`src/rtl/aes_pkg.sv`:
```
// Shared AES definitions: state width, GF(2^8) xtime, round-stage FSM
// states and FIPS-197 byte/column indexing helpers.
package aes_pkg;

    localparam int AES_STATE_W = 128;

    typedef enum logic [1:0] {
        IDLE,
        MIX,
        DONE
    } fsm_e;

    function automatic logic [7:0] xtime(input logic [7:0] b);
        return {b[6:0], 1'b0} ^ (b[7] ? 8'h1b : 8'h00);
    endfunction

    // MSB position of byte k; byte 0 is the leftmost byte of the state.
    function automatic int byte_msb(input int k);
        return AES_STATE_W - 1 - 8 * k;
    endfunction

    function automatic logic [7:0] get_byte(
        input logic [AES_STATE_W-1:0] s,
        input int                     k
    );
        return s[byte_msb(k) -: 8];
    endfunction

    // Column c is bytes 4c..4c+3, row 0 in the top byte of the result.
    function automatic logic [31:0] get_col(
        input logic [AES_STATE_W-1:0] s,
        input logic [1:0]             c
    );
        logic [31:0] r;
        r = '0;
        for (int k = 0; k < 4; k++) begin
            r[31-8*k -: 8] = get_byte(s, 4 * int'(c) + k);
        end
        return r;
    endfunction

    function automatic logic [AES_STATE_W-1:0] set_col(
        input logic [AES_STATE_W-1:0] s,
        input logic [1:0]             c,
        input logic [31:0]            v
    );
        logic [AES_STATE_W-1:0] r;
        r = s;
        for (int k = 0; k < 4; k++) begin
            r[byte_msb(4 * int'(c) + k) -: 8] = v[31-8*k -: 8];
        end
        return r;
    endfunction

endpackage

```
`src/rtl/mix_single_column.sv`:
```
// MixColumns for one 32-bit column: {02,03,01,01} circulant over GF(2^8).
// Ports: col_in (row 0 in [31:24]) -> col_out, purely combinational.
module mix_single_column
    import aes_pkg::*;
(
    input  logic [31:0] col_in,
    output logic [31:0] col_out
);

    logic [7:0] a0, a1, a2, a3;
    logic [7:0] x0, x1, x2, x3;

    always_comb begin
        a0 = col_in[31:24];
        a1 = col_in[23:16];
        a2 = col_in[15:8];
        a3 = col_in[7:0];
        x0 = xtime(a0);
        x1 = xtime(a1);
        x2 = xtime(a2);
        x3 = xtime(a3);
        // 3*a is xtime(a)^a
        col_out[31:24] = x0 ^ x1 ^ a1 ^ a2 ^ a3;
        col_out[23:16] = a0 ^ x1 ^ x2 ^ a2 ^ a3;
        col_out[15:8]  = a0 ^ a1 ^ x2 ^ x3 ^ a3;
        col_out[7:0]   = x0 ^ a0 ^ a1 ^ a2 ^ x3;
    end

endmodule

```
`src/rtl/shift_mix_columns.sv`:
```
// AES round stage: ShiftRows at accept, then MixColumns one column per cycle.
// Ports: clk, rst_n, in_* (valid/ready, data, skip_mix), out_* (valid/ready, data).
module shift_mix_columns
    import aes_pkg::*;
(
    input  logic                   clk,
    input  logic                   rst_n,
    input  logic                   in_valid,
    output logic                   in_ready,
    input  logic [AES_STATE_W-1:0] in_data,
    input  logic                   in_skip_mix,
    output logic                   out_valid,
    input  logic                   out_ready,
    output logic [AES_STATE_W-1:0] out_data
);

    fsm_e                   state_q, state_d;
    logic [1:0]             col_q, col_d;
    logic [AES_STATE_W-1:0] st_q, st_d;
    logic [AES_STATE_W-1:0] sr;
    logic [31:0]            mix_in, mix_out;

    // ShiftRows: s'[r][c] = s[r][(c+r) mod 4], wiring only.
    always_comb begin
        sr = '0;
        for (int c = 0; c < 4; c++) begin
            for (int r = 0; r < 4; r++) begin
                sr[byte_msb(4*c + r) -: 8] =
                    get_byte(in_data, 4*((c + r) % 4) + r);
            end
        end
    end

    assign mix_in = get_col(st_q, col_q);

    mix_single_column u_mix (
        .col_in  (mix_in),
        .col_out (mix_out)
    );

    always_comb begin
        state_d  = state_q;
        col_d    = col_q;
        st_d     = st_q;
        in_ready = 1'b0;
        unique case (state_q)
            IDLE: begin
                in_ready = 1'b1;
                if (in_valid) begin
                    st_d    = sr;
                    col_d   = 2'd0;
                    state_d = in_skip_mix ? DONE : MIX;
                end
            end
            MIX: begin
                st_d  = set_col(st_q, col_q, mix_out);
                col_d = col_q + 2'd1;
                if (col_q == 2'd3) begin
                    state_d = DONE;
                end
            end
            DONE: begin
                in_ready = out_ready;
                // Hand-off and next accept share one edge.
                if (out_ready && in_valid) begin
                    st_d    = sr;
                    col_d   = 2'd0;
                    state_d = in_skip_mix ? DONE : MIX;
                end else if (out_ready) begin
                    state_d = IDLE;
                end
            end
            default: state_d = IDLE;
        endcase
    end

    always_ff @(posedge clk or negedge rst_n) begin
        if (!rst_n) begin
            state_q <= IDLE;
            col_q   <= 2'd0;
            st_q    <= '0;
        end else begin
            state_q <= state_d;
            col_q   <= col_d;
            st_q    <= st_d;
        end
    end

    assign out_valid = (state_q == DONE);
    assign out_data  = st_q;

endmodule

```
`config.mk`:
```
export PLATFORM = sky130hd
export DESIGN_NAME = shift_mix_columns
export DESIGN_NICKNAME = d
export VERILOG_FILES = /design/src/rtl/aes_pkg.sv /design/src/rtl/mix_single_column.sv /design/src/rtl/shift_mix_columns.sv
export SDC_FILE = /design/constraint.sdc
export NUM_CORES = 1
export LEC_CHECK = 0
export CORE_ASPECT_RATIO = 0.75
export CORE_UTILIZATION = 33
export CTS_CLUSTER_SIZE = 25
export DETAILED_ROUTE_END_ITERATION = 6
export PLACE_DENSITY = 0.67
export SYNTH_ARGS = -nofsm -noshare
export SYNTH_HDL_FRONTEND = slang
export SYNTH_HIERARCHICAL = 1
export SYNTH_SLANG_ARGS = --single-unit
```
`constraint.sdc`:
```
create_clock -name clk -period 4.28 [get_ports clk]
set_clock_uncertainty 0.15 [all_clocks]
set_input_delay 0.856 -clock clk [delete_from_list [all_inputs] [get_ports clk]]
set_output_delay 0.856 -clock clk [all_outputs]
set_load 0.02 [all_outputs]
```
Word-level counts from Yosys, hierarchy flattened --
Cells that the tools add are included.
Operators by class: equal/unequal tests 7, bitwise operators 20, add/sub/neg operators 12, muxes and demuxes 21, shift-type cells 12, reductions and logical operators 5
Operators by type and width (count):
- variable shift 8 x 33 -> 135 bit (first input constant) | 4
- indexed part select 8 x 33 -> 135 bit | 4
- bitwise mux 128 bit | 4
- indexed part select 135 x 9 -> 8 bit | 3
- case mux 128 bit (3 select lines) | 1
- two-way mux 128 bit | 2
- bitwise XOR 8 bit | 20
- indexed part select 135 x 8 -> 8 bit | 1
- negation 9 -> 33 bit | 3
- negation 8 -> 33 bit | 1
- subtractor 7 x 8 -> 9 bit (first input constant) | 3
- two-way mux 5 bit | 4
- two-way mux 2 bit | 7
- case mux 2 bit (3 select lines) | 2
- adder 4 x 2 -> 5 bit (second input constant) | 2
- subtractor 7 x 7 -> 8 bit (first input constant) | 1
- AND reduction 3 bit | 2
- adder 4 x 1 -> 5 bit (second input constant) | 1
- == test 2 bit (second input constant) | 2
- inequality test 2 bit (second input constant) | 2
- inequality test 3 x 1 -> 1 bit (second input constant) | 1
- nonzero test 3 bit | 1
- adder 2 x 1 -> 2 bit (second input constant) | 1
- == test 2 x 1 -> 1 bit (second input constant) | 1
- 4 further kinds | 4
Word-level totals: word-level logic and storage cells 80, input port bits 133, output and inout bits 130, bits in registers 132

Longest topological paths before layout --
Gate-level depths: netlist (run 1).
word-level depth 15, depth in mapped cells 9, gate-level depth less buffers 6

Hierarchy --
Netlist (run 1), hierarchy kept.
Modules (own cells, without submodules):
- shift_mix_columns | instances 1, sequential area each 3303.2 um2, cells an instance 559, area an instance 7758.7 um2
- mix_single_column | instances 1, sequential area each 0.0 um2, cells an instance 85, area an instance 1325.0 um2

Worst setup path before layout (run 1) --
OpenSTA, ideal clock, no wires.
path kind reg-to-reg, start point register col_q[0], end point register st_q[97] (netlist: out_data[97]), buffers on the path 3, data arrival time 2.870 ns, required time 4.005 ns, stages on the path, launching flop included 9, setup time 0.125 ns, setup slack 1.135 ns, clock period less this slack 3.145 ns, cell sequence dfrtp_1 buf_2 buf_4 mux4_2 buf_4 xor3_2 xnor3_1 a32o_1 mux2_2
On the way: elaborated cells between the ends (all ways) 52, those cells by class 11 x add/sub; 12 x shift; 9 x mux; 20 x bitwise
RTL lines:
- start: declaration | RTL line shift_mix_columns.sv:18 | logic [1:0] col_q, col_d;
- start signal: assignment | RTL line shift_mix_columns.sv:84 | col_q <= col_d;
- adder 4 x 2 -> 5 bit | RTL line aes_pkg.sv:37 | r[31-8*k -: 8] = get_byte(s, 4 * int'(c) + k);
- subtractor 7 x 8 -> 9 bit | RTL line aes_pkg.sv:19 | return AES_STATE_W - 1 - 8 * k;
- indexed part select 135 x 9 -> 8 bit | RTL line aes_pkg.sv:26 | return s[byte_msb(k) -: 8];
- named net mix_in[7] | RTL line shift_mix_columns.sv:21 | logic [31:0] mix_in, mix_out;
- two-way mux 5 bit | RTL line aes_pkg.sv:14 | return {b[6:0], 1'b0} ^ (b[7] ? 8'h1b : 8'h00);
- bitwise XOR 8 bit | RTL line aes_pkg.sv:14
- bitwise XOR 8 bit | RTL line mix_single_column.sv:26 | col_out[7:0] = x0 ^ a0 ^ a1 ^ a2 ^ x3;
- named net mix_out[1] | RTL line shift_mix_columns.sv:21
- indexed part select 8 x 33 -> 135 bit | RTL line aes_pkg.sv:50 | r[byte_msb(4 * int'(c) + k) -: 8] = v[31-8*k -: 8];
- bitwise mux 128 bit | RTL line aes_pkg.sv:50
- case mux 128 bit (3 select lines) | RTL line shift_mix_columns.sv:46 | unique case (state_q)
- end signal: assignment | RTL line shift_mix_columns.sv:85 | st_q <= st_d;
- end: declaration | RTL line shift_mix_columns.sv:19 | logic [AES_STATE_W-1:0] st_q, st_d;
The timed path passes the listed nets, and every way through them passes these cells. A chain may end at the register's enable or synchronous reset.

Worst setup path in the final report (run 1) --
start point register col_q[0], end point register st_q[121] (netlist: out_data[121])
On the way: elaborated cells between the ends (all ways) 52, those cells by class 11 x add/sub; 12 x shift; 9 x mux; 20 x bitwise
RTL lines:
- adder 4 x 2 -> 5 bit | RTL line aes_pkg.sv:37
- subtractor 7 x 8 -> 9 bit | RTL line aes_pkg.sv:19
- indexed part select 135 x 9 -> 8 bit | RTL line aes_pkg.sv:26
- named net mix_in[9] | RTL line shift_mix_columns.sv:21
- bitwise XOR 8 bit (2 in a row) | RTL line mix_single_column.sv:23 | col_out[31:24] = x0 ^ x1 ^ a1 ^ a2 ^ a3;
- named net mix_out[25] | RTL line shift_mix_columns.sv:21
- indexed part select 8 x 33 -> 135 bit | RTL line aes_pkg.sv:50
- bitwise mux 128 bit (4 in a row) | RTL line aes_pkg.sv:50
- case mux 128 bit (3 select lines) | RTL line shift_mix_columns.sv:46
The timed path passes the listed nets, and every way through them passes these cells.

==> results of run 1 <==
==> stage by stage <==
stage	hold WS, ns	utilization	instances	setup WS (ns)	instance area (µm²)
after CTS	0.3755	0.4657	1227	0.8235	12570
final	0.3671	0.4657	1227	0.8398	12570
after floorplan	0.4104	-	644	1.135	9084
after detailed placement	0.3629	0.4418	1196	0.8505	11930
after global placement	0.3587	0.4418	1196	0.8865	11930
after global routing	0.4024	0.4657	1227	0.7005	12570
==> kinds of logic (layout without fill, tap and decap cells) <==
kind of cell,Yosys count,count (layout),synth area share
compound gates,137,137,0.1453
xor+xnor,77,77,0.1413
fa+ha+maj,4,4,0.005510
buf+inv,82,314,0.05344
flops,132,132,0.3636
mux,166,166,0.2613
simple gates,46,46,0.02948
==> worst reg2reg max path: cells and delay by family (launching register included) <==
| family | cells | cell delay, ns |
|---|---|---|
| compound gates | 1 | 0.27 |
| xor+xnor | 2 | 1.08 |
| buf+inv | 1 | 0.28 |
| flops | 1 | 0.68 |
| mux | 2 | 0.88 |
==> registers in the layout (all words and copies together) (netlist names) <==
signal,flops
state_q,2
out_data,128
col_q,2
==> cell type report <==
| cell class | count | area share |
|---|---|---|
| timing repair buffer | 279 | 0.2248 |
| sequential | 132 | 0.2631 |
| tap | 351 | 0.03493 |
| clock buffer | 20 | 0.03473 |
| clock inverter | 11 | 0.01652 |
| multi-input combinational | 430 | 0.4247 |
| inverter | 4 | 0.001194 |
==> metal layers <==
metal	share of wire	global-route usage	wire [µm]	up-vias
li1	-	-	-	3020
met1	0.45	0.3477	15180	3719
met2	0.45	0.3643	15150	372
met3	0.086	0.06257	2891	32
met4	0.011	0.05080	385	4
met5	0.00089	0	30	-
==> cells in the mapped netlist, types with 3 or more instances <==
master,number
mux4_2,32
buf_2,23
buf_12,3
mux2i_1,5
nor2b_1,4
nand3_1,32
dfrtp_1,132
mux2_2,71
mux2_1,18
o2bb2ai_1,32
xnor2_1,17
ha_1,4
buf_4,10
a32o_1,96
clkbuf_1,31
xnor3_1,33
mux2_4,40
xor3_1,5
buf_6,8
o22ai_1,3
inv_1,4
xor2_1,16
nand2b_1,3
==> final timing paths <==
check	endpoint	slack, ns	cells after the start
max	out_data[121]$_DFFE_PN0P_	0.84	6
max reg2reg	out_data[121]$_DFFE_PN0P_	0.84	6
min reg2reg	out_data[114]$_DFFE_PN0P_	0.38	1
min	out_data[125]$_DFFE_PN0P_	0.37	1
max in group asynchronous	out_data[31]$_DFFE_PN0P_	2.75	2
min in group clk	out_data[114]$_DFFE_PN0P_	0.38	1
==> impl_metrics.csv, run 1 <==
group,metric,value,unit
outcome,outcome,"complete, no violations",
drt,post-route-drc-count,0,
yosys,ys_seq_elements,132,
clock_network,cts_buffer_depth,2,
drt,wl_per_cell,27.41,µm
floorplanning,dieArea,28200,µm²
floorplanning,io_pins,263,
floorplanning,core,27000,µm²
global_route,grt_use_total,0.2413,
yosys,yosysUniqueCellTypes,38,
clock_network,cts_buffers,17,
global_route,grt_overflow,0,
layout,fill_cells,2413,
drt,drtIter0Drc,610,
drt,dr.pass1.iters,5,
layout,final_common_cell,"clkdlybuf4s50_1",
drt,antenna_left,0,
setup_path,path_max_fanout,32,
clock_network,clk_latency,0.44,ns
yosys,synth_ff_type,"dfrtp_1",
clock_network,path_clk_slew,0.06,ns
sta,hold_violations,0,
setup_path,path_class,"flip-flop to flip-flop",
yosys,synth_area,9084,µm²
layout,nets,1001,
yosys,synth_largest_area_cell,"dfrtp_1",
setup_path,critical-path-max-stage-delay,0.68,ns
setup_path,rr_startpoint,"col_q[0]$_DFFE_PN0P_",
yosys,syn-instance-count,644,
floorplanning,start_util,0.3364,
setup_path,cp_top_family,"XOR/XNOR gates",
clock_network,tritoncts,"yes",
clock_network,cts-root-buf,"clkbuf_16",
placement,gpl.final_weighted_congestion,0.8702,
clock_network,h-tree-depth,4,
sta,worstMarginPinSlew,1.073,ns
global_route,grt_pass1_wl,50140,µm
setup_path,cp_num_buf_inv,1,
placement,io_buffers,262,
placement,hpwl,23940,µm
setup_path,slowest_stage,"dfrtp_4",
yosys,yosys-top-cells-area,"dfrtp_1, a32o_1, mux2_2",
yosys,avgSynthCellArea,14.11,µm²
global_route,antenna_found_initial,2,
drt,via_per_inst,5.825,
sta,fin_tns_setup,0,ns
setup_path,end_kind,"flip-flop",
layout,syn2layout_area_growth,38.42,%
layout,final_cell_mix,"clkdlybuf4s50_1, dfrtp_1, a32o_1, mux2_2, mux2_4",
flow_run,cap_violations,0,
min_path,hp-class,"primary input to asynchronous set/reset pin",
drt,routed_wl,33630,µm
setup_path,startpoint,"col_q[0]$_DFFE_PN0P_",
layout,drive_above_1_share,0.2363,
floorplanning,die_height,145.7,µm
yosys,ys_warn_count,6,
sta,rsz0062_at_grt,"false",
clock_network,cts_sinks,132,
sta,slew_headroom,0.2838,
yosys,syn_nets,781,
floorplanning,die_w,193.6,µm
setup_path,cp-start-kind,"flip-flop",
layout,diodes,0,
yosys,synth-seq-area-share,0.3636,
layout,multi_input_area,5340,µm²
yosys,synth_edf_count,0,
clock_network,holdBufCountCts,0,
global_route,grt_max_degree,95,
setup_path,cp_cell_sequence,"buf_12 > mux4_2 > xnor2_1 > xnor3_1 > a32o_1 > mux2_2",
clock_network,cts_setup_buffers,0,
layout,seqCellArea,3308,µm²
yosys,synth_top_area_frac,0.3636,
drt,vias,7147,
sta,fin_crit_sh,0.8038,
clock_network,cts_resized,0,
setup_path,worst_ep_arrival_time,3.61,ns
floorplanning,rows,52,
sta,fmax,0.2907,GHz
sta,drv_slew,0,
sta,setup_viol,0,
global_route,grt_pass1_vias,7337,
setup_path,worstPathRequired,4.45,ns
sta,min_period,3.440,ns
yosys,async_flop_share,1.000,
Power of run 1 is not shown: default switching activity piles up to over one toggle a cycle in this logic, so the estimate is an artifact.
==> inputs of run 2 (changes only) <==
==> constraint.sdc (replaced) <==
create_clock -name clk -period 3.4 [get_ports clk]
set_clock_uncertainty 0.15 [all_clocks]
set_input_delay 0.68 -clock clk [delete_from_list [all_inputs] [get_ports clk]]
set_output_delay 0.68 -clock clk [all_outputs]
set_load 0.02 [all_outputs]
==> impl_metrics.csv, run 2 (synthesized netlist as in run 1, its figures left out) <==
group,metric,value,unit
drt,wl_per_cell,27.40,µm
outcome,outcome,"complete, no violations",
layout,syn2layout_area_growth,39.75,%
drt,via_per_inst,5.842,
floorplanning,rows,52,
setup_path,path_max_fanout,23,
sta,hold_violations,0,
global_route,grt_use_met1,0.3447,
placement,io_buffers,262,
floorplanning,dieArea,28200,µm²
clock_network,cts_sinks,132,
global_route,grt_pass1_vias,7520,
setup_path,path_class,"flip-flop to flip-flop",
floorplanning,io_pins,263,
layout,final_common_cell,"clkdlybuf4s50_1",
clock_network,cts_buffers,17,
setup_path,slowest_stage,"mux4_2",
placement,gpl.final_weighted_congestion,0.9015,
setup_path,rr_startpoint,"col_q[0]$_DFFE_PN0P_",
setup_path,worstPathRequired,3.56,ns
clock_network,clk_latency,0.43,ns
global_route,antenna_found_initial,2,
setup_path,cp_cell_sequence,"buf_12 > mux4_2 > xnor3_2 > xnor3_1 > nand3_1 > o2bb2ai_1 > mux2_1",
sta,min_period,3.230,ns
sta,rsz0062_at_grt,"false",
layout,final_cell_mix,"clkdlybuf4s50_1, dfrtp_1, a32o_1, mux2_2, mux2_4",
clock_network,cts_resized,0,
setup_path,cp_num_buf_inv,1,
global_route,grt_use_total,0.2440,
placement,dp_cells,1212,
drt,routed_wl,34080,µm
min_path,hp-class,"primary input to asynchronous set/reset pin",
layout,diodes,0,
global_route,grt-busiest-layer,"met2",
setup_path,critical-path-max-stage-delay,0.64,ns
drt,post-route-drc-count,0,
drt,dr.pass1.iters,5,
flow_run,cap_violations,0,
drt,drtIter0Drc,584,
sta,drv_slew,0,
drt,vias,7268,
setup_path,startpoint,"col_q[0]$_DFFE_PN0P_",
clock_network,h-tree-depth,4,
floorplanning,start_util,0.3364,
drt,antenna_left,0,
global_route,use_met3,0.06165,
setup_path,cp-start-kind,"flip-flop",
sta,fin_ws,0.1696,ns
layout,fill_cells,2388,
global_route,grt_pass1_wl,50590,µm
sta,slew_headroom,0.3002,
global_route,grt_max_degree,71,
layout,nets,1017,
setup_path,worst_ep_arrival_time,3.39,ns
sta,setup_viol,0,
clock_network,cts-root-buf,"clkbuf_16",
clock_network,cts_buffer_depth,2,
sta,fin_tns_setup,0,ns
layout,largest_register_ffs,128,
setup_path,cp_top_family,"XOR/XNOR gates",
global_route,grt_overflow,0,
placement,pre_cts_slack,0.2021,ns
sta,fmax,0.3096,GHz
sta,fin_crit_sh,0.9501,
clock_network,tritoncts,"yes",
clock_network,cts_setup_buffers,0,
layout,stdcell_count,1244,
layout,drive_above_1_share,0.2520,
sta,worstMarginPinSlew,1.049,ns
placement,hpwl,24330,µm
setup_path,end_kind,"flip-flop",
clock_network,holdBufCountCts,0,
floorplanning,die_w,193.6,µm
floorplanning,die_height,145.7,µm
floorplanning,core,27000,µm²
global_route,grt.met2_usage,0.3693,
clock_network,path_clk_slew,0.06,ns
run 2: final cells by class:
| cell class | instances | area (µm²) | share of cell area |
|---|---|---|---|
| multi-input combinational | 430 | 5340 | 0.4207 |
| sequential | 132 | 3308 | 0.2606 |
| timing repair buffer | 295 | 2959 | 0.2331 |
| clock buffer | 25 | 515.5 | 0.04061 |
| tap | 351 | 439.2 | 0.03459 |
| clock inverter | 7 | 117.6 | 0.009265 |
| inverter | 4 | 15.01 | 0.001183 |
run 2: stage by stage:
step | hold slack, ns | utilization | cell area (µm²)
3_3_place_gp | 0.3506 | 0.4467 | 12060
2_1_floorplan | 0.2344 | - | 9084
6_report | 0.09027 | 0.4702 | 12690
5_1_grt | 0.1284 | 0.4702 | 12690
3_5_place_dp | 0.3571 | 0.4467 | 12060
4_1_cts | 0.1120 | 0.4702 | 12690
run 2: worst paths after layout:
path / endpoint / slack, ns / cells after the start
max in group asynchronous: out_data[77]$_DFFE_PN0P_ / 2.17 / 2
min in group clk: out_data[81]$_DFFE_PN0P_ / 0.37 / 1
max reg2reg: out_data[76]$_DFFE_PN0P_ / 0.17 / 7
max: out_data[76]$_DFFE_PN0P_ / 0.17 / 7
min: out_data[125]$_DFFE_PN0P_ / 0.09 / 1
min reg2reg: out_data[81]$_DFFE_PN0P_ / 0.37 / 1
run 2: layer usage:
| metal | up-vias | wire [µm] |
|---|---|---|
| li1 | 3045 | - |
| met1 | 3786 | 15180 |
| met2 | 392 | 15370 |
| met3 | 43 | 2966 |
| met4 | 2 | 556 |
| met5 | - | 11 |
Power of run 2 is left out for the same reason.
